===== config.mk =====
export PLATFORM = sky130hd
export DESIGN_NAME = uart_rx_sampler
export DESIGN_NICKNAME = d
export VERILOG_FILES = /design/src/rtl/uart_rx_sampler.sv
export SDC_FILE = /design/constraint.sdc
export NUM_CORES = 1
export LEC_CHECK = 0
export BUFFER_PORTS_ARGS = -buffer_cell sky130_fd_sc_hd__buf_4
export CAP_MARGIN = 30
export CORE_MARGIN = 4
export CORE_UTILIZATION = 55
export DETAILED_ROUTE_END_ITERATION = 8
export GPL_ROUTABILITY_DRIVEN = 1
export PLACE_DENSITY = 0.76
export SLEW_MARGIN = 15
export SYNTH_ARGS = -nofsm -noshare
export SYNTH_HDL_FRONTEND = slang
export SYNTH_SLANG_ARGS = --single-unit

===== constraint.sdc =====
create_clock -name sample_clk -period 4.65 [get_ports sample_clk]
set_input_delay 0.93 -clock sample_clk [delete_from_list [all_inputs] [get_ports sample_clk]]
set_output_delay 0.93 -clock sample_clk [all_outputs]
set_load 0.05 [all_outputs]

===== src/rtl/uart_rx_sampler.sv =====
// ============================================================================
//  Module      : uart_rx_sampler
//  Description : Serial receive front end. Detects the start bit, takes a
//                3-sample majority vote at each bit centre, assembles
//                DATA_BITS bits LSB first, then checks optional parity and
//                the stop bit. Optional parity: UART_RX_SAMPLER_PARITY_EN.
//  Revision    : 1.0 - initial release
// ============================================================================
`default_nettype none

module uart_rx_sampler #(
    parameter int SAMPLE_RATIO = 16,
    parameter int DATA_BITS    = 8,
    parameter int PARITY_ODD   = 0
) (
    input  logic                 sample_clk,
    input  logic                 reset,
    input  logic                 din,
    output logic                 sample_sig,
    output logic [DATA_BITS-1:0] data_out,
    output logic                 data_valid,
    output logic                 frame_err,
    output logic                 parity_err,
    output logic                 busy
);

    localparam int c_CW = $clog2(SAMPLE_RATIO);
    localparam int c_IW = $clog2(DATA_BITS);

    localparam logic [c_CW-1:0] c_HALF_M1  = c_CW'(SAMPLE_RATIO / 2 - 1);
    localparam logic [c_CW-1:0] c_HALF     = c_CW'(SAMPLE_RATIO / 2);
    localparam logic [c_CW-1:0] c_HALF_P1  = c_CW'(SAMPLE_RATIO / 2 + 1);
    localparam logic [c_CW-1:0] c_LAST     = c_CW'(SAMPLE_RATIO - 1);
    localparam logic [c_IW-1:0] c_IDX_LAST = c_IW'(DATA_BITS - 1);

    localparam logic [2:0] c_IDLE       = 3'd0;
    localparam logic [2:0] c_START      = 3'd1;
    localparam logic [2:0] c_DATA       = 3'd2;
    localparam logic [2:0] c_STOP       = 3'd4;
    localparam logic [2:0] c_BREAK_WAIT = 3'd5;
`ifdef UART_RX_SAMPLER_PARITY_EN
    localparam logic [2:0] c_PARITY     = 3'd3;
`endif

    logic [2:0]           r_state;
    logic [2:0]           w_next_state;
    logic [c_CW-1:0]      r_count;
    logic [c_IW-1:0]      r_idx;
    logic                 r_samp_a;
    logic                 r_samp_b;
    logic [DATA_BITS-1:0] r_shift;
    logic                 w_mid;
    logic                 w_wrap;
    logic                 w_vote;

    assign w_mid  = (r_count == c_HALF_P1);
    assign w_wrap = (r_count == c_LAST);
    // Third sample is the live line value at the HALF+1 edge.
    assign w_vote = (r_samp_a & r_samp_b) | (r_samp_a & din) | (r_samp_b & din);

    always_ff @(posedge sample_clk) begin
        if (reset) begin
            r_state <= c_IDLE;
        end else begin
            r_state <= w_next_state;
        end
    end

    always_comb begin
        w_next_state = r_state;
        case (r_state)
            c_IDLE: begin
                if (!din) w_next_state = c_START;
            end
            c_START: begin
                if (w_mid && w_vote) w_next_state = c_IDLE;
                else if (w_wrap)     w_next_state = c_DATA;
            end
            c_DATA: begin
                if (w_wrap && (r_idx == c_IDX_LAST)) begin
`ifdef UART_RX_SAMPLER_PARITY_EN
                    w_next_state = c_PARITY;
`else
                    w_next_state = c_STOP;
`endif
                end
            end
`ifdef UART_RX_SAMPLER_PARITY_EN
            c_PARITY: begin
                if (w_wrap) w_next_state = c_STOP;
            end
`endif
            c_STOP: begin
                // Decide at mid-stop so a back-to-back start edge is not lost.
                if (w_mid) w_next_state = w_vote ? c_IDLE : c_BREAK_WAIT;
            end
            c_BREAK_WAIT: begin
                if (din) w_next_state = c_IDLE;
            end
            default: w_next_state = c_IDLE;
        endcase
    end

    always_comb begin
        sample_sig = 1'b0;
        busy       = 1'b0;
        if ((r_state == c_DATA) && w_mid) sample_sig = 1'b1;
        if (r_state != c_IDLE)            busy       = 1'b1;
    end

`ifdef UART_RX_SAMPLER_PARITY_EN
    logic r_par;
    logic w_par_err;

    assign w_par_err = r_par ^ (^r_shift) ^ 1'(PARITY_ODD);

    always_ff @(posedge sample_clk) begin
        if (reset) begin
            r_par <= 1'b0;
        end else if ((r_state == c_PARITY) && w_mid) begin
            r_par <= w_vote;
        end
    end
`else
    logic w_par_err;
    logic w_unused_parity_odd;

    assign w_par_err           = 1'b0;
    assign w_unused_parity_odd = 1'(PARITY_ODD);
`endif

    always_ff @(posedge sample_clk) begin
        if (reset) begin
            r_count    <= '0;
            r_idx      <= '0;
            r_samp_a   <= 1'b0;
            r_samp_b   <= 1'b0;
            r_shift    <= '0;
            data_out   <= '0;
            data_valid <= 1'b0;
            frame_err  <= 1'b0;
            parity_err <= 1'b0;
        end else begin
            data_valid <= 1'b0;

            if ((w_next_state == c_IDLE) || (w_next_state == c_BREAK_WAIT)) begin
                r_count <= '0;
            end else if (r_state == c_IDLE) begin
                r_count <= c_CW'(1);
            end else if (w_wrap) begin
                r_count <= '0;
            end else begin
                r_count <= r_count + c_CW'(1);
            end

            if (r_count == c_HALF_M1) r_samp_a <= din;
            if (r_count == c_HALF)    r_samp_b <= din;

            if (r_state == c_START) begin
                r_idx <= '0;
            end else if ((r_state == c_DATA) && w_wrap && (r_idx != c_IDX_LAST)) begin
                r_idx <= r_idx + c_IW'(1);
            end

            if ((r_state == c_DATA) && w_mid) r_shift[r_idx] <= w_vote;

            if ((r_state == c_STOP) && w_mid) begin
                data_out   <= r_shift;
                data_valid <= 1'b1;
                frame_err  <= ~w_vote;
                parity_err <= w_par_err;
            end
        end
    end

endmodule

`default_nettype wire

Word-level counts from Yosys, hierarchy flattened
Index checks and enable logic that the tools add are counted.
{"block": "word_totals", "ff_bits": 30, "input_bits": 3}
{"block": "op_classes", "addsub": 2, "magnitude_cmp": 2, "n_eq_ne": 11, "muxes": 16, "bitwise": 6, "n_reduce_logical": 14}
{"op": "$mux W3", "count": 7}
{"op": "$pmux W3 S5", "count": 1}
{"op": "$eq A3 B3 Y1 const B", "count": 4}
{"op": "$eq A4 B4 Y1 const B", "count": 3}
{"op": "$bwmux W8", "count": 1}
{"op": "$logic_and A1 B1 Y1", "count": 7}
{"op": "$logic_not A3 Y1", "count": 2}
{"op": "$mux W1", "count": 6}
{"op": "$add A4 B1 Y4 const B", "count": 1}
{"op": "$eq A4 B3 Y1 const B", "count": 1}
{"op": "$lt A3 B4 Y1 const B", "count": 1}
{"op": "$reduce_or A2 Y1", "count": 2}
{"op": "$reduce_or A4 Y1", "count": 1}
{"op": "$add A3 B1 Y3 const B", "count": 1}
{"op": "$and A1 B1 Y1", "count": 3}
{"op": "$demux W1 S3", "count": 1}
{"op": "$eq A3 B1 Y1 const B", "count": 1}
{"op": "$eq A3 B2 Y1 const B", "count": 1}
{"op": "$ge A3 B1 Y1 const B", "count": 1}
{"op": "$ne A3 B3 Y1 const B", "count": 1}
{"op": "$reduce_bool A3 Y1", "count": 1}
{"op": "$or A1 B1 Y1", "count": 2}
{"op": "$logic_or A1 B1 Y1", "count": 1}
{"op": "$not A1 Y1", "count": 1}

Logic depth before layout (Yosys ltp)
Gate-level depths: netlist of run 1.
{"block": "depth", "word_depth": 9, "ltp_mapped": 8, "ltp_nobuf": 7}

Least setup slack after synthesis of run 1
OpenSTA, ideal clock, no wires.
{"block": "synth_path", "path_kind": "reg2out", "from": "register r_state[1]", "to": "output sample_sig", "arrival_ns": 1.454, "t_required_ns": 3.720, "slack_ns": 2.266, "stages_incl_launch_ff": 4, "cell_sequence": "dfxtp_1 > buf_4 > or3b_4 > nor2_1"}
{"block": "synth_between", "elab_chain_len": 3}
{"item": "start, declared", "line": "45", "rtl": "logic [2:0] r_state;"}
{"item": "start signal, assigned", "line": "63", "rtl": "r_state <= c_IDLE;"}
{"item": "start signal, assigned", "line": "65", "rtl": "r_state <= w_next_state;"}
{"item": "$eq A3 B2 Y1", "line": "107", "rtl": "if ((r_state == c_DATA) && w_mid) sample_sig = 1'b1;"}
{"item": "$logic_and A1 B1 Y1", "line": "107"}
{"item": "$mux W1", "line": "107"}
{"item": "end, declared", "line": "19", "rtl": "output logic sample_sig,"}
No other way between the ends.

Final worst setup path of run 1
Same ends and word-level chain as after synthesis.

==> reports/metrics.yaml, run 1 <==
status: "finished, final reports clean"
root_buffer: "clkbuf_4"
worst_skew_pair.late_latency_ns: 0.34
diodes: 0
fin_util_pct: 63.91
wl_per_cell_um: 13.33
synthArstFlopShare_pct: 0
synth_edf_count: 0
switchingPower_mw: 0.1108
yosys.area.top_type_share_pct: 41.34
synth.cell_area_sq_um: 1453
final_nets: 175
synth-seq-area-share_pct: 41.34
htreeDepth: 2
hp-start: "frame_err$_SDFFE_PP0P_"
hp-class: "flip-flop to flip-flop"
rr_worst_depth: 5
intPower_mw: 0.3397
clkSlewWorstSetupHoldPaths_ns: 0.10
synthToLayoutAreaGrowth_pct: 9.991
drive_gt1_share_pct: 18.45
postSynthAreaPerCell_sq_um: 9.253
fp.dieArea_sq_um: 3527
cts_buffers: 5
grt.overflow.total: 0
ys_types: 41
globalplace.congestion: 0.9158
hold_violations: 0
min_path_cells: 2
startpoint_type: "flip-flop"
power_frac_seq_pct: 57.9
postCtsResizedCells: 0
ys_ff_latch: 30
peakVddDrop_v: 0.0002319
synth.area.top_cells: "dfxtp_1 (41%), mux2i_1 (14%), nor2_1 (7.8%), ha_1 (4.3%), xnor2_1 (1.8%)"
numPortBuffers: 14
fp-row-count: 18
grt_antenna_before_repair: 0
crit_path_max_fanout: 10
yosysWarnings: 0
setup_viol: 0
drt_wl_total_um: 2640
grt_pass1_vias: 1047
rsz0062_at_grt: "no"
critPathCaptureType: "output port"
synth_top_flop_cell: "dfxtp_1"
dr.pass1.iters: 4
worst_pin_slew_ns: 0.5454
post-route-drc-count: 0
clkPwrFrac_pct: 36.7
synthCells: 157
r2r_slack_ns: 2.69
fin_tns_setup_ns: 0
grt_max_degree: 27
worstSetupPathType: "flip-flop to output port"
clock_sinks: 30
combPwrFrac_pct: 5.5
top_level_ports: 16
grt_pass1_wl_um: 4650
cts_tree: "built"
r2r-start: "r_state[2]$_SDFF_PP0_"
layout.cells.non_filler: 198
critPathArrivalTime_ns: 1.57
rr_endpoint: "r_count[1]$_SDFF_PP0_"
drt_iter0_drc: 51
postCtsHoldBufs: 0
grt_use_total_pct: 17.85
via_count: 1132
power_leakage_nw: 0.7120
die_w_um: 59.39
cap_violations: 0
fin_crit_sh_pct: 53.68
dp_cells: 190
crit_required_ns: 3.72
fin_worst_skew_ns: 0.007701
place_hpwl_um: 1921
p_sw_share_pct: 24.59
syn_nets: 165
start_util_pct: 58.11
n_fill_cell: 207
p_per_area_nw_per_um2: 282.0
min_to: "frame_err$_SDFFE_PP0P_"
slew_headroom_pct: 63.36
core_sq_um: 2500
cts_setup_buffers: 0
period_minus_slack_ns: 2.496
die_h_um: 59.39
postRouteAntennaNets: 0
synth_common_cells: "dfxtp_1 (30), nor2_1 (30), mux2i_1 (20)"
yosysTopAreaCell: "dfxtp_1"
drt-vias-per-instance: 5.717
total_power_mw: 0.4505
max_freq_mhz: 400.6
clk_path_buf_depth: 2
finalMaxSlewViolations: 0
==> cell families after synthesis <==
family,after synthesis,synth area share [%]
adders and majority gates,7,5.685
other,1,0.2582
AOI/OAI and AO/OA,15,7.149
and+or+nand+nor,66,24.72
xor gates and xnor gates,3,1.809
buffers and inverters,15,5.253
DFF,30,41.34
muxes,20,13.78
==> power groups by stage <==
stage	sequential [mW]	combinational, mW	clock (mW)
floorplan	0.266	0.0196	0
global placement	0.267	0.0240	0
detailed placement	0.267	0.0246	0
CTS	0.261	0.0248	0.169
global route	0.261	0.0273	0.178
finish	0.261	0.0246	0.165
==> stage by stage <==
stage	hold slack [ns]	cell area, sq um	setup WS (ns)
after floorplan	0.4596	1453	2.266
after global placement	0.4730	1534	2.375
after detailed placement	0.4788	1534	2.318
after CTS	0.5017	1598	2.155
after global routing	0.5342	1598	2.069
final	0.4950	1598	2.154
==> worst max-delay path: stages (launching register included) <==
cell and delay (ns):
dfxtp_1 0.50, or3b_4 0.43, nor2_1 0.10, buf_4 0.21
==> cell usage in the layout (no fill, tap or decap), drive strengths merged, types with 2 or more instances in the layout <==
cell    synthesis  routed
mux2i          20      20
a211oi          3       3
xnor2           3       3
buf             5      14
clkbuf          6       6
ha              5       5
maj3            2       2
a21oi           3       3
and3            2       2
or2             2       2
nand3           4       4
nand2           6       6
a21o            2       2
nand3b          3       3
inv             4       4
dfxtp          30      30
nor2           30      30
nor3b           5       5
nor3            3       3
or3b            3       3
==> metal layers <==
metal  share of wire, %  vias to the layer above  track usage, %
li1                   -                      563               -
met1                 46                      531           22.13
met2                 46                       31           26.99
met3                5.9                        7           5.882
met4                2.2                        0           10.03
met5                  0                        -               0
==> final cells by class <==
| cell class | instances | area, sq um | share of cell area [%] |
|---|---|---|---|
| tap | 30 | 37.54 | 2.349 |
| clock buffer | 6 | 51.30 | 3.211 |
| multi-input combinational | 112 | 775.7 | 48.55 |
| sequential | 30 | 600.6 | 37.59 |
| inverter | 4 | 15.01 | 0.9397 |
| timing repair buffer | 14 | 105.1 | 6.578 |
| clock inverter | 2 | 12.51 | 0.7831 |
==> flip-flops by register name, indices dropped and copies added, names as in the netlist <==
name	cells
data_valid	1
r_samp_a	1
r_shift	8
r_idx	3
data_out	8
frame_err	1
r_state	3
r_count	4
r_samp_b	1
==> worst max-delay path by stage <==
stage                               start                     to
CTS                 r_state[1]$_SDFF_PP0_             sample_sig
detailed placement                    din  r_count[1]$_SDFF_PP0_
floorplan           r_state[1]$_SDFF_PP0_             sample_sig
global route        r_state[1]$_SDFF_PP0_             sample_sig
global placement                      din  r_count[1]$_SDFF_PP0_
finish              r_state[1]$_SDFF_PP0_             sample_sig
No activity file was read; power rests on OpenSTA's default activity.
==> inputs of run 2 (changes only) <==
Settings changed: ABC_AREA set to 1.
Clock period 4.65 ns to 2.4 ns, I/O delays scaled along.
==> reports/metrics.yaml, run 2 <==
ys_ff_latch: 30  # unchanged
place_ws_ns: 0.7461  # -1.572 ns
worstPathCellList: "ha_1 -> nand3_2 -> nor2_2 -> buf_4"
synth_edf_count: 0  # unchanged
top_level_ports: 16  # unchanged
layout_common_cells: "nor2_1 (36), inv_1 (30), dfxtp_1 (30)"
max_stage_delay_ns: 0.41  # -0.09 ns
clkSlewWorstSetupHoldPaths_ns: 0.09  # about the same
worst_slack_ns: 0.4341  # -1.720 ns
synth.cell_area_sq_um: 1371  # -5.6%
fin_util_pct: 67.54  # +3.6 points
die_w_um: 57.93  # -2.5%
synth_common_cells: "nor2_1 (36), dfxtp_1 (30), inv_1 (30)"
synth-seq-area-share_pct: 43.80  # +2.5 points
dr.pass1.iters: 4  # unchanged
numPortBuffers: 14  # unchanged
grtUsageMet2_pct: 28.71  # +1.7 points
setup_viol: 0  # unchanged
yosysWarnings: 0  # unchanged
n_fill_cell: 214  # +3.4%
postCtsResizedCells: 0  # unchanged
drive_gt1_share_pct: 12.38  # -6.1 points
grt_pass1_vias: 1106  # +5.6%
max_freq_mhz: 508.7
clk_path_buf_depth: 2  # unchanged
syn_nets: 200  # +21%
cap_violations: 0  # unchanged
postCtsHoldBufs: 0  # unchanged
drt-vias-per-instance: 5.290  # -7.5%
hold_slack_ns: 0.3804  # -0.1146 ns
power_frac_seq_pct: 58.0  # about the same
crit_path_max_fanout: 5  # -5
yosys.area.top_type_share_pct: 43.80  # +2.5 points
clock_sinks: 30  # unchanged
yosysTopAreaCell: "dfxtp_1"
hold_violations: 0  # unchanged
globalplace.congestion: 0.8506  # -7.1%
place_area_sq_um: 1491  # -2.8%
clkPwrFrac_pct: 36.1  # -0.6 points
grt_pass1_wl_um: 4754  # +2.2%
grt_use_total_pct: 18.32  # +0.47 points
cts_tree: "built"
postSynthAreaPerCell_sq_um: 7.142  # -23%
grt_max_degree: 20  # -26%
post-route-drc-count: 0  # unchanged
place_hpwl_um: 2123  # +11%
postRouteAntennaNets: 0  # unchanged
fin_tns_setup_ns: 0  # unchanged
met1_usage_pct: 23.33  # +1.2 points
final_common_cell: "nor2_1"
rsz0062_at_grt: "no"
fin_worst_skew_ns: 0.006449  # -0.001252 ns
cts_setup_buffers: 0  # unchanged
synth_top_flop_cell: "dfxtp_1"
combPwrFrac_pct: 5.9  # +0.4 points
root_buffer: "clkbuf_4"
fp.dieArea_sq_um: 3356  # -4.9%
synthArstFlopShare_pct: 0  # unchanged
synthCells: 192  # +22%
busiest_layer: "met2"
worstSetupPathType: "flip-flop to output port"
worst_skew_pair.late_latency_ns: 0.33  # about the same
post-synth-top-count-cell: "nor2_1"
fin_crit_sh_pct: 81.91
power_leakage_nw: 0.7440  # +4.5%
p_per_area_nw_per_um2: 559.8  # +99%
peakVddDrop_v: 0.0004623  # +99%
drt_iter0_drc: 62  # +22%
htreeDepth: 2  # unchanged
synthToLayoutAreaGrowth_pct: 13.14
critPathCaptureType: "output port"
crit_family: "flip-flops"
intPower_mw: 0.6580  # +94%
largest_registers: "data_out x8, r_shift x8, r_count x4"
ys_types: 22  # -46%
timing.critical_path.buf_inv: 1  # unchanged
crit_required_ns: 1.92  # -1.80 ns
die_h_um: 57.93  # -2.5%
hp-class: "primary input to flip-flop"
cts_buffers: 5  # unchanged
start_util_pct: 59.69  # +1.6 points
drt_wl_total_um: 2837  # +7.5%
period_minus_slack_ns: 1.966
fp-row-count: 17  # -1
finish.instance_area_sq_um: 1551  # -2.9%
p_sw_share_pct: 24.25  # -0.35 points
diodes: 0  # unchanged
synth.area.top_cells: "dfxtp_1 (44%), nor2_1 (9.9%), o21ai_0 (8.4%), inv_1 (8.2%), nand2_1 (7.1%)"
via_count: 1259  # +11%
grtUsageMet3_pct: 6.682  # +0.80 points
startpoint_type: "flip-flop"
crit_path_top_delay_cell: "dfxtp_1"
final_nets: 217  # +24%
critPathArrivalTime_ns: 1.49  # -0.08 ns
status: "finished, final reports clean"
finalMaxSlewViolations: 0  # unchanged
wl_per_cell_um: 11.92  # -11%
core_sq_um: 2297  # -8.1%
grt_antenna_before_repair: 0  # unchanged
grt.overflow.total: 0  # unchanged
switchingPower_mw: 0.2106  # +90%
==> run 2: layout make-up <==
cell class                      instances  area [sq um]  share of cell area [%]
Multi-Input combinational cell        128         638.1                   41.13
Clock buffer                            7         55.05                   3.548
Inverter                               30         112.6                   7.258
Sequential cell                        30         600.6                   38.71
Tap cell                               28         35.03                   2.258
Clock inverter                          1         5.005                  0.3226
Timing Repair Buffer                   14         105.1                   6.774
==> run 2: per-layer routing <==
metal	part of all wire [%]	wire [um]	up-vias
li1	-	-	640
met2	44	1256	39
met4	1.8	51	0
met5	0	0	-
met1	48	1357	571
met3	6.0	171	9
==> run 2: cell families (layout without fill, tap and decap cells) <==
family / count (synthesis) / after routing / share of synthesized area (%)
xor gates and xnor gates: 2 / 2 / 1.278
other: 1 / 1 / 0.2735
AOI/OAI and AO/OA: 42 / 42 / 15.69
adders and majority gates: 5 / 5 / 4.562
and+or+nand+nor: 78 / 78 / 24.73
buffers and inverters: 34 / 52 / 9.672
DFF: 30 / 30 / 43.80
==> run 2: worst reg2reg max path, delay by kind of cell (launching register included) <==
kind	cells	cell delay [ns]
flip-flops	1	0.41
AND/OR/NAND/NOR	8	1.00
adder cells (fa/ha/maj)	1	0.20
==> run 2: final timing paths <==
check,start,endpoint,slack [ns],cells past startpoint
worst min register to register,r_shift[2]$_SDFFE_PP0P_,data_out[2]$_SDFFE_PP0P_,0.46,2
worst max register to register,r_count[0]$_SDFF_PP0_,r_count[2]$_SDFF_PP0_,0.74,9
worst max-delay path,r_count[0]$_SDFF_PP0_,sample_sig,0.43,4
worst min-delay path,reset,frame_err$_SDFFE_PP0P_,0.38,2
==> run 2: stage by stage <==
stage          std cells  power, mW
2_1_floorplan        192     0.5545
3_3_place_gp         230     0.5651
3_5_place_dp         230     0.5664
4_1_cts              238     0.8746
5_1_grt              238     0.9096
6_report             238     0.8685
==> run 2: power groups by stage <==
stage                     combinational [mW]  clock [mW]  sequential [mW]
after floorplan                       0.0395           0            0.515
after global placement                0.0497           0            0.515
after detailed placement              0.0505           0            0.516
after CTS                             0.0510       0.319            0.504
after global routing                  0.0566       0.348            0.505
final                                 0.0512       0.313            0.504
